--- config.mk ---
export PLATFORM = sky130hd
export DESIGN_NAME = bcd_serial_adder_flat
export DESIGN_NICKNAME = d
export VERILOG_FILES = /design/src/rtl/bcd_serial_adder_if.sv /design/src/rtl/bcd_serial_adder.sv /design/src/flat_wrapper.sv
export SDC_FILE = /design/constraint.sdc
export NUM_CORES = 1
export LEC_CHECK = 0
export ABC_AREA = 1
export CAP_MARGIN = 40
export CORE_ASPECT_RATIO = 0.7
export CORE_MARGIN = 1.5
export CORE_UTILIZATION = 45
export DETAILED_ROUTE_END_ITERATION = 10
export PLACE_DENSITY = 0.7
export SYNTH_ARGS = -nofsm -noshare
export SYNTH_HDL_FRONTEND = slang
export SYNTH_SLANG_ARGS = --single-unit
--- constraint.sdc ---
create_clock -name clk -period 3.5 [get_ports clk]
set_input_delay 0.7 -clock clk [delete_from_list [all_inputs] [get_ports clk]]
set_output_delay 0.7 -clock clk [all_outputs]
set_load 0.005 [all_outputs]
--- src/rtl/bcd_serial_adder_if.sv ---
// Operand/result bus for bcd_serial_adder; the sub select exists only when BCD_SUB_EN is defined.
interface bcd_serial_adder_if #(
    parameter int unsigned DIGITS = 4
);
    logic                      start;
    logic [4*DIGITS-1:0]       a;
    logic [4*DIGITS-1:0]       b;
`ifdef BCD_SUB_EN
    logic                      sub;
`endif
    logic                      busy;
    logic                      done;
    logic                      err;
    logic                      neg;
    logic [4*(DIGITS+1)-1:0]   sum;
    logic [7*(DIGITS+1)-1:0]   hex;

    modport master (
        output start, a, b,
`ifdef BCD_SUB_EN
        output sub,
`endif
        input  busy, done, err, neg, sum, hex
    );

    modport slave (
        input  start, a, b,
`ifdef BCD_SUB_EN
        input  sub,
`endif
        output busy, done, err, neg, sum, hex
    );
endinterface

--- src/rtl/bcd_serial_adder.sv ---
// Digit-serial packed-BCD adder (LSD first) with per-digit seven-segment decode.
// Optional BCD_SUB_EN adds nine's-complement subtraction with a COMP magnitude pass.
module bcd_serial_adder #(
    parameter int unsigned DIGITS = 4
) (
    input  logic                clk,
    input  logic                rst,
    bcd_serial_adder_if.slave   bus
);
    localparam int unsigned OP_W  = 4 * DIGITS;
    localparam int unsigned SUM_W = 4 * (DIGITS + 1);
    localparam int unsigned IDX_W = (DIGITS > 1) ? $clog2(DIGITS) : 1;

    typedef enum logic [1:0] {
        S_IDLE = 2'd0,
        S_RUN  = 2'd1,
        S_DONE = 2'd2
`ifdef BCD_SUB_EN
        , S_COMP = 2'd3
`endif
    } state_t;

    state_t             r_state, w_state_nxt;
    logic [OP_W-1:0]    r_a, w_a_nxt;
    logic [OP_W-1:0]    r_b, w_b_nxt;
    logic [SUM_W-1:0]   r_sum, w_sum_nxt;
    logic [IDX_W-1:0]   r_idx, w_idx_nxt;
    logic               r_carry, w_carry_nxt;
    logic               r_err, w_err_nxt;
    logic               r_busy, w_busy_nxt;
    logic               r_done, w_done_nxt;
`ifdef BCD_SUB_EN
    logic               r_sub, w_sub_nxt;
    logic               r_neg, w_neg_nxt;
`endif

    logic [3:0]         w_x, w_y_raw, w_y, w_dig;
    logic [4:0]         w_t;
    logic               w_bad, w_cout, w_last;

    function automatic logic [6:0] seg7(input logic [3:0] d);
        case (d)
            4'd0: seg7 = 7'b1000000;
            4'd1: seg7 = 7'b1111001;
            4'd2: seg7 = 7'b0100100;
            4'd3: seg7 = 7'b0110000;
            4'd4: seg7 = 7'b0011001;
            4'd5: seg7 = 7'b0010010;
            4'd6: seg7 = 7'b0000010;
            4'd7: seg7 = 7'b1111000;
            4'd8: seg7 = 7'b0000000;
            4'd9: seg7 = 7'b0010000;
            default: seg7 = 7'b1111111;
        endcase
    endfunction

    // Next-state, digit datapath and output decode
    always_comb begin
        w_state_nxt = r_state;
        w_a_nxt     = r_a;
        w_b_nxt     = r_b;
        w_sum_nxt   = r_sum;
        w_idx_nxt   = r_idx;
        w_carry_nxt = r_carry;
        w_err_nxt   = r_err;
        w_busy_nxt  = r_busy;
        w_done_nxt  = 1'b0;
`ifdef BCD_SUB_EN
        w_sub_nxt   = r_sub;
        w_neg_nxt   = r_neg;
`endif
        w_x     = r_a[r_idx*4 +: 4];
        w_y_raw = r_b[r_idx*4 +: 4];
        w_bad   = (w_x > 4'd9) || (w_y_raw > 4'd9);
        w_y     = w_y_raw;
`ifdef BCD_SUB_EN
        if (r_sub) w_y = 4'd9 - w_y_raw;
        // COMP re-complements the stored difference to obtain its magnitude
        if (r_state == S_COMP) begin
            w_x   = 4'd0;
            w_y   = 4'd9 - r_sum[r_idx*4 +: 4];
            w_bad = r_sum[r_idx*4 +: 4] > 4'd9;
        end
`endif
        w_t = {1'b0, w_x} + {1'b0, w_y} + {4'b0000, r_carry};
        if (w_bad) begin
            w_dig  = 4'hF;
            w_cout = 1'b0;
        end else if (w_t > 5'd9) begin
            w_dig  = 4'(w_t - 5'd10);
            w_cout = 1'b1;
        end else begin
            w_dig  = w_t[3:0];
            w_cout = 1'b0;
        end
        w_last = (r_idx == IDX_W'(DIGITS - 1));

        case (r_state)
            S_IDLE, S_DONE: begin
                if (bus.start) begin
                    w_a_nxt     = bus.a;
                    w_b_nxt     = bus.b;
                    w_idx_nxt   = '0;
                    w_err_nxt   = 1'b0;
                    w_busy_nxt  = 1'b1;
                    w_state_nxt = S_RUN;
`ifdef BCD_SUB_EN
                    w_sub_nxt   = bus.sub;
                    w_neg_nxt   = 1'b0;
                    w_carry_nxt = bus.sub;
`else
                    w_carry_nxt = 1'b0;
`endif
                end
            end
            S_RUN: begin
                w_sum_nxt[r_idx*4 +: 4] = w_dig;
                w_err_nxt   = r_err | w_bad;
                w_carry_nxt = w_cout;
                w_idx_nxt   = r_idx + IDX_W'(1);
                if (w_last) begin
                    w_sum_nxt[4*DIGITS +: 4] = {3'b000, w_cout};
                    w_state_nxt = S_DONE;
                    w_busy_nxt  = 1'b0;
                    w_done_nxt  = 1'b1;
`ifdef BCD_SUB_EN
                    if (r_sub) begin
                        w_sum_nxt[4*DIGITS +: 4] = 4'd0;
                        if (!w_cout) begin
                            w_neg_nxt   = 1'b1;
                            w_carry_nxt = 1'b1;
                            w_idx_nxt   = '0;
                            w_state_nxt = S_COMP;
                            w_busy_nxt  = 1'b1;
                            w_done_nxt  = 1'b0;
                        end
                    end
`endif
                end
            end
`ifdef BCD_SUB_EN
            S_COMP: begin
                w_sum_nxt[r_idx*4 +: 4] = w_dig;
                w_carry_nxt = w_cout;
                w_idx_nxt   = r_idx + IDX_W'(1);
                if (w_last) begin
                    w_state_nxt = S_DONE;
                    w_busy_nxt  = 1'b0;
                    w_done_nxt  = 1'b1;
                end
            end
`endif
            default: w_state_nxt = S_IDLE;
        endcase
    end

    always_ff @(posedge clk or posedge rst) begin
        if (rst) begin
            r_state <= S_IDLE;
            r_a     <= '0;
            r_b     <= '0;
            r_sum   <= '0;
            r_idx   <= '0;
            r_carry <= 1'b0;
            r_err   <= 1'b0;
            r_busy  <= 1'b0;
            r_done  <= 1'b0;
`ifdef BCD_SUB_EN
            r_sub   <= 1'b0;
            r_neg   <= 1'b0;
`endif
        end else begin
            r_state <= w_state_nxt;
            r_a     <= w_a_nxt;
            r_b     <= w_b_nxt;
            r_sum   <= w_sum_nxt;
            r_idx   <= w_idx_nxt;
            r_carry <= w_carry_nxt;
            r_err   <= w_err_nxt;
            r_busy  <= w_busy_nxt;
            r_done  <= w_done_nxt;
`ifdef BCD_SUB_EN
            r_sub   <= w_sub_nxt;
            r_neg   <= w_neg_nxt;
`endif
        end
    end

    assign bus.busy = r_busy;
    assign bus.done = r_done;
    assign bus.err  = r_err;
    assign bus.sum  = r_sum;
`ifdef BCD_SUB_EN
    assign bus.neg  = r_neg;
`else
    assign bus.neg  = 1'b0;
`endif

    for (genvar g = 0; g <= DIGITS; g++) begin : g_hex
        assign bus.hex[7*g +: 7] = seg7(r_sum[4*g +: 4]);
    end
endmodule
--- src/flat_wrapper.sv ---
// flat-port wrapper written by rule: the top's interface ports become plain ports
module bcd_serial_adder_flat 
#(
    parameter int unsigned DIGITS = 4
)
  (clk, rst, bus_start, bus_a, bus_b, bus_busy, bus_done, bus_err, bus_neg, bus_sum, bus_hex);
  bcd_serial_adder_if #(.DIGITS(DIGITS)) bus_i ();
  input  logic clk;
  input  logic rst;
  input wire logic [$bits(bus_i.start)-1:0] bus_start;
  input wire logic [$bits(bus_i.a)-1:0] bus_a;
  input wire logic [$bits(bus_i.b)-1:0] bus_b;
  output wire logic [$bits(bus_i.busy)-1:0] bus_busy;
  output wire logic [$bits(bus_i.done)-1:0] bus_done;
  output wire logic [$bits(bus_i.err)-1:0] bus_err;
  output wire logic [$bits(bus_i.neg)-1:0] bus_neg;
  output wire logic [$bits(bus_i.sum)-1:0] bus_sum;
  output wire logic [$bits(bus_i.hex)-1:0] bus_hex;
  assign bus_i.start = bus_start;
  assign bus_i.a = bus_a;
  assign bus_i.b = bus_b;
  assign bus_busy = bus_i.busy;
  assign bus_done = bus_i.done;
  assign bus_err = bus_i.err;
  assign bus_neg = bus_i.neg;
  assign bus_sum = bus_i.sum;
  assign bus_hex = bus_i.hex;
  bcd_serial_adder #(.DIGITS(DIGITS)) u_core (.clk(clk), .rst(rst), .bus(bus_i));
endmodule
After elaboration in Yosys (flattened, before gate mapping)

Memory sizes are Yosys's and may differ from the RTL's.
Cells that the tools add are included.

Reductions and logical operators: 8
Bitwise operators: 1
$add $sub $neg: 5
Mux-type cells: 19
$lt $le $gt $ge: 3
Eq/ne operators: 5
Shifts and indexed selects: 4

Operator list:

| cell                                                           | number |
|---|---|
| negator 4 -> 34 bit                                            | 1 |
| variable shift 4 x 34 -> 20 bit (first input constant)         | 1 |
| variable part select 4 x 34 -> 20 bit                          | 1 |
| variable part select 16 x 5 -> 4 bit                           | 2 |
| bitwise mux 20 bit                                             | 1 |
| two-way mux 4 bit                                              | 3 |
| greater-than comparator 4 bit (second input constant)          | 2 |
| one-hot mux 2 bit (2 select lines)                             | 2 |
| two-way mux 1 bit                                              | 7 |
| two-way mux 2 bit                                              | 3 |
| one-hot mux 1 bit (2 select lines)                             | 3 |
| AND reduction 2 bit                                            | 3 |
| adder 4 x 4 -> 5 bit                                           | 1 |
| adder 5 x 1 -> 5 bit                                           | 1 |
| greater-than comparator 5 x 4 -> 1 bit (second input constant) | 1 |
| == test 2 bit (second input constant)                          | 2 |
| subtractor 4 bit (second input constant)                       | 1 |
| AND reduction 3 bit                                            | 1 |
| adder 2 x 1 -> 2 bit (second input constant)                   | 1 |
| == test 2 x 1 -> 1 bit (second input constant)                 | 1 |
| zero test 2 bit                                                | 1 |
| inequality test 2 x 1 -> 1 bit (second input constant)         | 1 |
| inequality test 2 bit (second input constant)                  | 1 |
| nonzero test 2 bit                                             | 1 |
| other kinds (3)                                                | 3 |

Register bits after elaboration: 60
Output and inout port bits: 59
ROM bits: 560
Memories kept: 5
Input port bits: 35

Memories:

| memory          | depth | bits a word | read ports | clocked after Yosys merged registers in | write ports | RTL line               | RTL |
|---|---|---|---|---|---|---|---|
| (no name shown) | 16    | 7           | 1          | 0                                       | 0           | bcd_serial_adder.sv:42 | `case (d)` |
| (no name shown) | 16    | 7           | 1          | 0                                       | 0           | bcd_serial_adder.sv:42 |  |
| (no name shown) | 16    | 7           | 1          | 0                                       | 0           | bcd_serial_adder.sv:42 |  |
| (no name shown) | 16    | 7           | 1          | 0                                       | 0           | bcd_serial_adder.sv:42 |  |
| (no name shown) | 16    | 7           | 1          | 0                                       | 0           | bcd_serial_adder.sv:42 |  |

Longest topological paths before layout

Word-level depth: 9
Gate-level depth with buffers: 22

Least setup slack after synthesis

No wires, ideal clock.

Path kind: register to register
Start: register u_core.r_idx[0]
End: register u_core.r_sum[11] (netlist: u_core.bus.sum[11])
Setup slack: 432 ps
Path buffers: 2
Required time: 3381 ps
Library setup time: 119 ps
Arrival: 2949 ps
Clock period less this slack: 3068 ps
Cell stages (with the launch flop): 19
Cells stage by stage: dfrtp_1 buf_4 clkbuf_1 o21ai_0 o22ai_1 fa_1 fa_1 inv_1 ha_1 inv_1 nor2_1 a21oi_1 nand2_1 nand2_1 nand2_1 nand2_1 nand2_2 nand4_1 nand2_1

Longest elaborated chain between the ends: 8
Elaborated cells between the ends (all ways): 15

Ends and longest elaborated chain:

| what                                                                       | RTL line                                       | RTL |
|---|---|---|
| from (decl)                                                                | bcd_serial_adder.sv:27                         | `logic [IDX_W-1:0] r_idx, w_idx_nxt;` |
| from (signal assigned)                                                     | bcd_serial_adder.sv:177                        | `r_idx <= w_idx_nxt;` |
| variable part select 16 x 5 -> 4 bit (on tied branches)                    | bcd_serial_adder.sv:72, bcd_serial_adder.sv:73 |  |
| adder 4 x 4 -> 5 bit                                                       | bcd_serial_adder.sv:85                         | `w_t = {1'b0, w_x} + {1'b0, w_y} + {4'b0000, r_carry};` |
| adder 5 x 1 -> 5 bit                                                       | bcd_serial_adder.sv:85                         |  |
| subtractor 4 bit or greater-than comparator 5 x 4 -> 1 bit (tied branches) | bcd_serial_adder.sv:90, bcd_serial_adder.sv:89 |  |
| two-way mux 4 bit                                                          | bcd_serial_adder.sv:89                         | `end else if (w_t > 5'd9) begin` |
| two-way mux 4 bit                                                          | bcd_serial_adder.sv:86                         | `if (w_bad) begin` |
| variable part select 4 x 34 -> 20 bit                                      | bcd_serial_adder.sv:117                        | `w_sum_nxt[r_idx*4 +: 4] = w_dig;` |
| bitwise mux 20 bit (*)                                                     | bcd_serial_adder.sv:117                        |  |
| to (signal assigned)                                                       | bcd_serial_adder.sv:176                        | `r_sum <= w_sum_nxt;` |
| to (decl)                                                                  | bcd_serial_adder.sv:26                         | `logic [SUM_W-1:0] r_sum, w_sum_nxt;` |

Mark *: on every way between the ends. The rest lies on a longest branch, timed or not.
A chain may end at the register's enable or synchronous reset.

Worst setup path in the final report

Start: register u_core.r_idx[1]
End: register u_core.r_sum[3] (netlist: u_core.bus.sum[3])

Same word-level chain as after synthesis.

==> qor.csv <==
stage,metric,value,unit
status,outcome,finished clean,
grt,GRT Overall Usage,0.224,
clock_tree,clock root buffer,clkbuf_16,
critical_path,crit start category,flop,
die,Die Wd,114,um
placement,routability cong.,0.886,
logic_synthesis,Yosys cell types,28,
logic_synthesis,post-synthesis sequential area ratio,0.384,
pwr,cell area power density,1130,mW/mm2
final_layout,most frequent cells in the layout,"202 x nand2_1, 92 x clkdlybuf4s50_1, 59 x dfrtp_1, 56 x inv_1, 51 x o21ai_0",
clock_tree,"Reg clk slew, reported paths",0.05,ns
critical_path,worst path bufs/invs,2,
die,row count,28,
drt,DRC viols,0,
critical_path,Crit Path Class,reg2reg,
die,die area,0.00925,mm2
grt,vias in the first global route,3573,
critical_path,CP max stage cell,fa_1,
timing,Max Clock Freq,0.304,GHz
timing,Slew @ Worst Pin,0.534,ns
final_layout,filler instances,759,
drt,vias after detailed routing,3780,
timing,Final Max Tran Viols,0,
placement,pre-CTS setup slack,0.242,ns
clock_tree,"Setup Fix Bufs, Post-CTS",0,
timing,final setup fails,0,
final_layout,area of the multi-input gates,0.00207,mm2
drt,initial DRC count,312,
logic_synthesis,synthesized cell area,0.00390,mm2
drt,1st-pass router iterations,5,
clock_tree,CTS tree,built,
timing,RSZ-0062 raised after global routing,no,
drt,DR vias/cell,4.99,
final_layout,area grow syn2layout,34.4,%
pwr,Int Pwr,3.08,mW
critical_path,CP Capture Type,flop,
critical_path,Worst Path Required,3.71,ns
pwr,Pleak,2.69,nW
clock_tree,post-CTS sizing,0,
critical_path,Crit path max-delay family,adder cells,
drt,DRT antenna net count,0,
drt,final wirelength,9850,um
clock_tree,clock tree buffer depth,2,
placement,post-DP HPWL,7460,um
timing,Final Critical Period,3.29,ns
drt,drt wl/cell,13.0,um
grt,global-route wire length before repair,16500,um
die,Starting Density,0.463,
clock_tree,clk sinks,60,
timing,Final Hold Viols,0,
clock_tree,hold buffers post-CTS,0,
logic_synthesis,Syn. warnings,0,
critical_path,Critical Path Fanout Max,8,
timing,Post-Route Skew,0.00386,ns
timing,setup ws final,0.213,ns
clock_tree,"Clk Latency, worst-skew pair",0.33,ns
logic_synthesis,Post-Syn Area per Cell,7.23,um2
timing,fin crit share,0.939,
pwr,Max VDD drop,0.459,mV
critical_path,CP Cell Sequence,"buf_4, o21ai_0, o22ai_1, fa_1, fa_1, nand2_1, nand2_1, ha_1, inv_1, nor2_1, a21oi_1, nand2_1, nand2_1, nand2_1, nand2_1, nand2_2, nand2_1, o21ai_1",
final_layout,antenna cells,0,
final_layout,share of layout cells above drive strength 1,0.0706,
pwr,clock power share,0.153,
logic_synthesis,#FFs+latches synth,60,
timing,Setup TNS,0,ns
die,Die H,80.9,um
placement,number of port buffers,92,
pwr,P_sw,2.84,mW
job,Max-Cap Viols,0,
final_layout,sequential cell area,0.00150,mm2
grt,gr ovfl total,0,
final_layout,nets@finish,705,
grt,largest net degree at the start of global routing,35,
clock_tree,CTS Buf Count,9,
clock_tree,H-tree depth,3,
critical_path,crit path DAT,3.50,ns
die,CORE AREA,0.00844,mm2
die,I/O pins,94,
min_path,Min-Delay Path Class,reg2reg,
grt,initial antenna violation count,0,
pwr,sequential power share,0.214,
timing,slew margin rel.,0.640,
critical_path,CP most frequent cell,nand2_1,
pwr,combinational cell fraction of total power,0.633,
final_layout,"most common cell after layout, fill and taps aside",nand2_1,
logic_synthesis,Post-Syn Nets,613,
pwr,switch share,0.480,
critical_path,max incr delay on CP,0.47,ns
logic_synthesis,cell count after synthesis,540,
-- worst register-to-register path: cells and delay by family, from the launching register on --
family	cells	cell delay, ns
adder cells (fa/ha/maj)	3	1.10
buffers and inverters	2	0.29
flip-flops	1	0.46
AND/OR/NAND/NOR	9	0.86
AO/OA/AOI/OAI	4	0.47
-- power groups by stage --
stage	clock network, mW	registers (mW)	logic, mW
2_1_floorplan	0	1.17	2.40
6_report	0.905	1.26	3.75
3_5_place_dp	0	1.27	3.66
5_1_grt	0.951	1.30	4.18
3_3_place_gp	0	1.26	3.53
4_1_cts	0.915	1.26	3.71
-- cell families after synthesis --
family | Yosys count | synth area share
flops | 60 | 0.384
other cells | 1 | 0.000960
fa+ha+maj | 38 | 0.126
compound gates | 74 | 0.103
buf+inv | 83 | 0.0865
simple gates | 284 | 0.300
-- synth_stat cells (all sizes together) --
cell type	n	share of area
clkinv	2	0.0019
o211ai	4	0.010
ha	36	0.12
fa	2	0.010
nand3	25	0.036
dfrtp	60	0.38
nand3b	1	0.0019
o21ai	59	0.077
clkbuf	13	0.012
buf	6	0.012
nor2	37	0.038
inv	62	0.060
nor4	1	0.0016
nand2	206	0.20
nand4	12	0.019
o22ai	5	0.0080
a21oi	6	0.0077
conb	1	0.00096
nor3	2	0.0026
-- layer usage --
metal	GRT usage	share of wire	up-vias	wire (um)
met2	0.357	0.43	107	4280
met5	0	0	-	0
met4	0.0688	0.012	0	122
li1	-	-	1888	-
met3	0.0545	0.060	12	589
met1	0.304	0.49	1773	4860
-- final cells by class --
type | count | share of cell area
Clock buffer | 10 | 0.0455
Timing Repair Buffer | 100 | 0.187
Tap cell | 120 | 0.0286
Multi-Input combinational cell | 397 | 0.393
Inverter | 64 | 0.0458
Sequential cell | 60 | 0.286
Clock inverter | 6 | 0.0136
-- stage by stage --
stage | std cells | total power [mW] | hold WS [ns] | cell area (um2) | utilization
floorplan | 540 | 3.57 | 0.444 | 3910 | -
global placement | 741 | 4.80 | 0.468 | 4940 | 0.585
detailed placement | 741 | 4.93 | 0.469 | 4940 | 0.585
CTS | 757 | 5.88 | 0.484 | 5250 | 0.622
global route | 757 | 6.43 | 0.504 | 5250 | 0.622
finish | 757 | 5.91 | 0.482 | 5250 | 0.622
-- worst paths after layout --
kind / from / end / slack, ns / cells after the start
max in group asynchronous: rst / u_core.r_b[12] / 2.18 / 3
min in group asynchronous: rst / u_core.bus.sum[7] / 0.69 / 2
min reg2reg: u_core.r_b[8] / u_core.r_b[8] / 0.48 / 2
max: u_core.r_idx[1] / u_core.bus.sum[3] / 0.21 / 18
max reg2reg: u_core.r_idx[1] / u_core.bus.sum[3] / 0.21 / 18
min: u_core.r_b[8] / u_core.r_b[8] / 0.48 / 2
-- registers in the layout (all words and copies together), names as in the netlist --
register and flops:
u_core.r_b 16, u_core.r_carry 1, u_core.bus.err 1, u_core.bus.sum 20, u_core.r_a 16, u_core.r_idx 2
u_core.bus.done 1, u_core.r_state 2, u_core.bus.busy 1
(Power assumes the default switching activity.)
